===== src/rtl/uc_arbiter.sv =====
// Unit-clause arbiter: round-robin pop from per-PE input queues, broadcast of new literals to all PEs.
// Define UCARB_DEDUP_EN to add the assignment table (duplicate drop and conflict detection).
module uc_arbiter #(
  parameter int NUM_PE   = 4,
  parameter int LIT_W    = 16,
  parameter int NUM_VARS = 255
) (
  input  logic                    clk,
  input  logic                    rst_n,
  input  logic                    uc_clear,
  input  logic [NUM_PE-1:0]       ucq_in_empty,
  input  logic [NUM_PE*LIT_W-1:0] ucq_in_uc,
  output logic [NUM_PE-1:0]       ucq_in_pop,
  input  logic [NUM_PE-1:0]       ucq_out_full,
  output logic [NUM_PE-1:0]       ucq_out_push,
  output logic [LIT_W-1:0]        ucq_out_uc,
  output logic                    conflict,
  output logic                    busy
);

  localparam int PTR_W = (NUM_PE > 1) ? $clog2(NUM_PE) : 1;
  localparam int VAR_W = $clog2(NUM_VARS + 1);
  localparam logic [LIT_W-1:0] MAX_VAR = LIT_W'(NUM_VARS);

  typedef enum logic [1:0] {IDLE, CHECK, CONFLICT} state_t;

  state_t            state, state_d;
  logic [PTR_W-1:0]  rr_ptr, rr_ptr_d;
  logic [LIT_W-1:0]  hold_lit, sel_lit;
  logic [NUM_PE-1:0] pop_d;
  logic              init_done, active, found, load, push_all;
  int                sel_idx;

  logic              lit_neg, lit_valid;
  logic [LIT_W-1:0]  lit_mag;

  assign lit_neg   = hold_lit[LIT_W-1];
  assign lit_mag   = lit_neg ? (~hold_lit + LIT_W'(1)) : hold_lit;
  assign lit_valid = (lit_mag != '0) && (lit_mag <= MAX_VAR);

  // init_done keeps pops off for the first cycle after reset is released
  assign active = rst_n && init_done && !uc_clear;

`ifdef UCARB_DEDUP_EN
  logic [(1<<VAR_W)-1:0] var_set, var_pol;
  logic [VAR_W-1:0]      var_idx;
  logic                  conflict_q, hit, hit_pol, record, conflict_set;

  assign var_idx = lit_mag[VAR_W-1:0];
  assign hit     = var_set[var_idx];
  assign hit_pol = var_pol[var_idx];
`endif

  always_comb begin
    state_d  = state;
    rr_ptr_d = rr_ptr;
    pop_d    = '0;
    load     = 1'b0;
    push_all = 1'b0;
    found    = 1'b0;
    sel_idx  = 0;
`ifdef UCARB_DEDUP_EN
    record       = 1'b0;
    conflict_set = 1'b0;
`endif
    for (int i = 0; i < NUM_PE; i++) begin
      if (!found && !ucq_in_empty[(int'(rr_ptr) + i) % NUM_PE]) begin
        found   = 1'b1;
        sel_idx = (int'(rr_ptr) + i) % NUM_PE;
      end
    end
    sel_lit = ucq_in_uc[sel_idx*LIT_W +: LIT_W];

    case (state)
      IDLE: begin
        if (active && found) begin
          pop_d[sel_idx] = 1'b1;
          load           = 1'b1;
          rr_ptr_d       = (sel_idx == NUM_PE - 1) ? '0 : PTR_W'(sel_idx + 1);
          state_d        = CHECK;
        end
      end
      CHECK: begin
        if (active) begin
          if (!lit_valid) begin
            state_d = IDLE;
          end
`ifdef UCARB_DEDUP_EN
          else if (hit && (hit_pol == lit_neg)) begin
            state_d = IDLE;
          end
          else if (hit) begin
            conflict_set = 1'b1;
            state_d      = CONFLICT;
          end
`endif
          else if (ucq_out_full == '0) begin
            push_all = 1'b1;
`ifdef UCARB_DEDUP_EN
            record   = 1'b1;
`endif
            state_d  = IDLE;
          end
        end
      end
      default: ;
    endcase
  end

  always_ff @(posedge clk) begin
    if (!rst_n) begin
      state     <= IDLE;
      rr_ptr    <= '0;
      hold_lit  <= '0;
      init_done <= 1'b0;
    end else if (uc_clear) begin
      state     <= IDLE;
      hold_lit  <= '0;
      init_done <= 1'b1;
    end else begin
      state     <= state_d;
      rr_ptr    <= rr_ptr_d;
      init_done <= 1'b1;
      if (load) hold_lit <= sel_lit;
    end
  end

`ifdef UCARB_DEDUP_EN
  // Table only changes when a literal is actually broadcast
  always_ff @(posedge clk) begin
    if (!rst_n || uc_clear) begin
      var_set    <= '0;
      var_pol    <= '0;
      conflict_q <= 1'b0;
    end else begin
      if (record) begin
        var_set[var_idx] <= 1'b1;
        var_pol[var_idx] <= lit_neg;
      end
      if (conflict_set) conflict_q <= 1'b1;
    end
  end

  assign conflict = conflict_q;
`else
  assign conflict = 1'b0;
`endif

  assign ucq_in_pop   = pop_d;
  assign ucq_out_push = {NUM_PE{push_all}};
  assign ucq_out_uc   = push_all ? hold_lit : '0;
  assign busy         = rst_n && (state == CHECK);

endmodule


===== config.mk =====
export PLATFORM = sky130hd
export DESIGN_NAME = uc_arbiter
export DESIGN_NICKNAME = d
export VERILOG_FILES = /design/src/rtl/uc_arbiter.sv
export SDC_FILE = /design/constraint.sdc
export NUM_CORES = 1
export LEC_CHECK = 0
export ABC_AREA = 0
export BUFFER_PORTS_ARGS = -buffer_cell sky130_fd_sc_hd__buf_4
export CAP_MARGIN = 25
export CELL_PAD_IN_SITES_DETAIL_PLACEMENT = 0
export CELL_PAD_IN_SITES_GLOBAL_PLACEMENT = 1
export CORE_ASPECT_RATIO = 0.9
export CORE_MARGIN = 3
export CORE_UTILIZATION = 32
export CTS_BUF_LIST = sky130_fd_sc_hd__clkbuf_8 sky130_fd_sc_hd__clkbuf_16
export DETAILED_ROUTE_END_ITERATION = 7
export PLACE_DENSITY_LB_ADDON = 0.1
export SLEW_MARGIN = 20
export SYNTH_ARGS = -nofsm -noshare
export SYNTH_HDL_FRONTEND = slang
export SYNTH_SLANG_ARGS = --single-unit

===== constraint.sdc =====
create_clock -name clk -period 2.6 [get_ports clk]
set_input_delay 0.13 -clock clk [delete_from_list [all_inputs] [get_ports clk]]
set_output_delay 0.13 -clock clk [all_outputs]
set_load 0.02 [all_outputs]

==> impl_metrics.py <==
metrics = {
    "worst_setup_path": {
        "startpoint_type": "flop",
        "crit_fanout": 5,
        "end_kind": "output port",
        "critical_path_class": "flop to output port",
        "required_ns": 2.47,
        "cp.arrival_ns": 2.36,
    },
    "layout": {
        "synthToLayoutAreaGrowth_pct": 56.5,
        "antenna_cells": 0,
        "stdcell_count": 384,
        "fin_util": 0.534,
        "fin_nets": 398,
        "drive_gt1_frac": 0.464,
    },
    "clock_tree": {
        "clk_latency_ns": 0.27,
        "clkSinkCount": 20,
        "clockRootBuffer": "clkbuf_8",
        "clk_path_buf_depth": 2,
        "cts_buffers": 3,
        "cts_tree": "done",
        "cts_max_level": 1,
        "clk_pin_slew_ns": 0.09,
    },
    "sta": {
        "max_slew.worst_pin.slew_ns": 0.630,
        "finalClockSkew_ns": 0.0131,
        "tns_ns": 0,
        "fmax_ghz": 0.402,
        "final.min_clock_period_ns": 2.49,
        "hold_viol": 0,
        "setup_viol": 0,
        "slew_headroom": 0.578,
        "period_share": 0.956,
        "slew_viol_final": 0,
    },
    "drt": {
        "dr.pass1.iters": 4,
        "drc": 0,
        "vias_per_cell": 5.25,
        "dr.first_iter.drc_count": 68,
        "wl_per_cell_um": 15.0,
        "wirelength_mm": 5.75,
        "ant_nets": 0,
        "via_count": 2017,
    },
    "run_status": {
        "status": "finished clean",
    },
    "power": {
        "power_density_nw_per_um2": 360,
        "leakage_nw": 1.32,
        "ir_drop_uv": 269,
        "finalPower_w": 0.00105,
    },
    "yosys": {
        "synth-xor-area-share": 0,
        "synthFlopType": "dfxtp_1",
        "avgSynthCellArea_um2": 8.71,
        "synth_top_area_frac": 0.216,
        "synth_nets": 293,
        "synth_compound_area_frac": 0.212,
        "syn_area_um2": 1860,
        "synth_fa_ha_area_frac": 0.0337,
        "synth_mux_area_frac": 0.189,
        "yosysTopAreaCell": "dfxtp_1",
        "synth_cells": 213,
        "synth-warning-count": 0,
        "ys_seq_area_frac": 0.216,
        "synth_top_family_by_area": "simple AND/OR/NAND/NOR gates",
        "synth-simple-area-share": 0.274,
        "synth-seq-cells": 20,
        "synth-edff-count": 0,
        "yosysUniqueCellTypes": 51,
        "yosys-top-cells-area": "dfxtp_1 22%, mux2_1 10%, a221o_1 8.6%",
        "ys_async_sr_fraction": 0,
    },
    "global_routing": {
        "gr-total-overflow": 0,
        "antenna_found_initial": 0,
        "grt_use_total": 0.166,
        "grt_pass1_vias": 1964,
        "grt_max_degree": 36,
        "grt_pass1_wl_mm": 9.27,
    },
    "placed_design": {
        "gp_congestion": 0.872,
        "portBuffers": 99,
        "dp.cells": 374,
        "hpwl_mm": 4.61,
    },
    "hold_path": {
        "hold_class": "input pin to flop",
    },
    "floorplanning": {
        "rows": 25,
        "ios": 101,
        "start_util": 0.341,
        "chipWidth_um": 86.3,
        "dieArea_um2": 6750,
        "die_y_um": 78.2,
        "core-area_um2": 5440,
    },
    "flow_run": {
        "cap_violations": 0,
    },
}
## layout make-up
type                       instances  area, µm²
tap                               67       83.8
inverter                           5       18.8
multi-input combinational        168       1400
clock buffer                       3       41.3
timing repair buffer             120        923
fill                             527       2540
clock inverter                     1       30.0
sequential                        20        412
## cells in the mapped netlist (2+ instances only)
cell / n
a211o_1: 2
a221o_1: 16
a31oi_1: 4
a41o_1: 3
and2_1: 19
and3_1: 2
buf_2: 5
buf_4: 5
buf_6: 2
clkbuf_1: 8
dfxtp_1: 20
ha_1: 5
inv_1: 4
mux2_1: 17
mux2i_1: 16
nand2_1: 5
nand2b_1: 3
nand3_1: 6
nand4_1: 2
nor2_1: 5
nor2b_1: 2
nor3_1: 20
nor3_2: 3
nor3b_1: 4
nor4_1: 3
o21ai_0: 5
o21bai_1: 2
or3_1: 2
## worst paths after layout
check | cells after the start | to | slack (ns) | startpoint
setup / recovery | 9 | ucq_out_uc[0] | 0.11 | hold_lit[0]$_SDFFE_PP0P_
hold / removal | 3 | hold_lit[9]$_SDFFE_PP0P_ | 0.19 | ucq_in_uc[9]
setup reg to reg | 8 | state[0]$_SDFFE_PP0P_ | 0.61 | hold_lit[0]$_SDFFE_PP0P_
hold reg to reg | 1 | state[0]$_SDFFE_PP0P_ | 0.48 | init_done$_DFF_P_
## report_power, final
part           internal (W)  leakage, nW  switching [W]
sequential         0.000323        0.167      0.0000269
clock              0.000206       0.0357       0.000112
combinational      0.000213         1.11       0.000165
## state kept, by name, indices dropped and copies added, names as in the netlist
name / count
hold_lit: 16
rr_ptr: 2
init_done: 1
state: 1
## layer usage
layer  wire length, µm  part of all wire  vias to the layer above  GRT usage
li1                  -                 -                     1029          -
met5                 0                 0                        -          0
met4                21            0.0037                        0     0.0249
met2              2770              0.48                       52      0.270
met1              2700              0.47                      934      0.230
met3               266             0.046                        2     0.0357
## per-stage QoR
stage	hold WS, ns	instance area [µm²]	setup slack [ns]
after global placement	0.274	2690	0.179
after detailed placement	0.274	2700	0.196
final	0.193	2900	0.115
after CTS	0.00475	2790	0.00179
after floorplan	0.158	1860	0.361
after global routing	0.189	2900	-0.0255
## kinds of logic (layout without fill, tap and decap cells)
family	after synthesis	in the layout
adder cells (fa/ha/maj)	5	5
buffers and inverters	25	129
AND/OR/NAND/NOR	82	82
flip-flops	20	20
multiplexers	33	33
other	1	1
AO/OA/AOI/OAI	47	47
## layout by cell type (no fill, tap or decap), types with 2 or more instances in the layout
cell        n
nor2_1      4
a31oi_1     4
nand2b_1    3
nor4_4      2
a221o_1    16
inv_1       4
nor3_2      3
o21bai_1    2
nand2_1     5
nor2b_1     2
mux2_1     17
and3_1      2
a211o_1     2
ha_1        4
or3_1       2
mux2i_1    16
nor3_4      2
and2_1     19
dfxtp_2     6
nand3_1     5
nor4_1      2
buf_4     116
nand4_1     2
a41o_1      3
buf_6       2
dfxtp_1    13
nor3b_1     4
clkbuf_8    3
o21ai_0     5
nor3_1     18
## repair_timing
action,CTS,global route
hold buffers,0,1
endpoints found under the setup margin,16,20
setup buffers,0,4
hold endpoints to repair,0,1
gates resized for setup,4,20
gates cloned,0,1
pin swaps,0,4
## worst max-delay path: stages, from the launching register on
cell and delay, ns:
dfxtp_1 0.33, inv_1 0.07, ha_2 0.22, and3b_1 0.18
o2111ai_1 0.17, nand3_1 0.09, a211o_1 0.28, or3b_4 0.42
nor3_2 0.16, buf_4 0.17
Power figures use the tool's default switching activity.
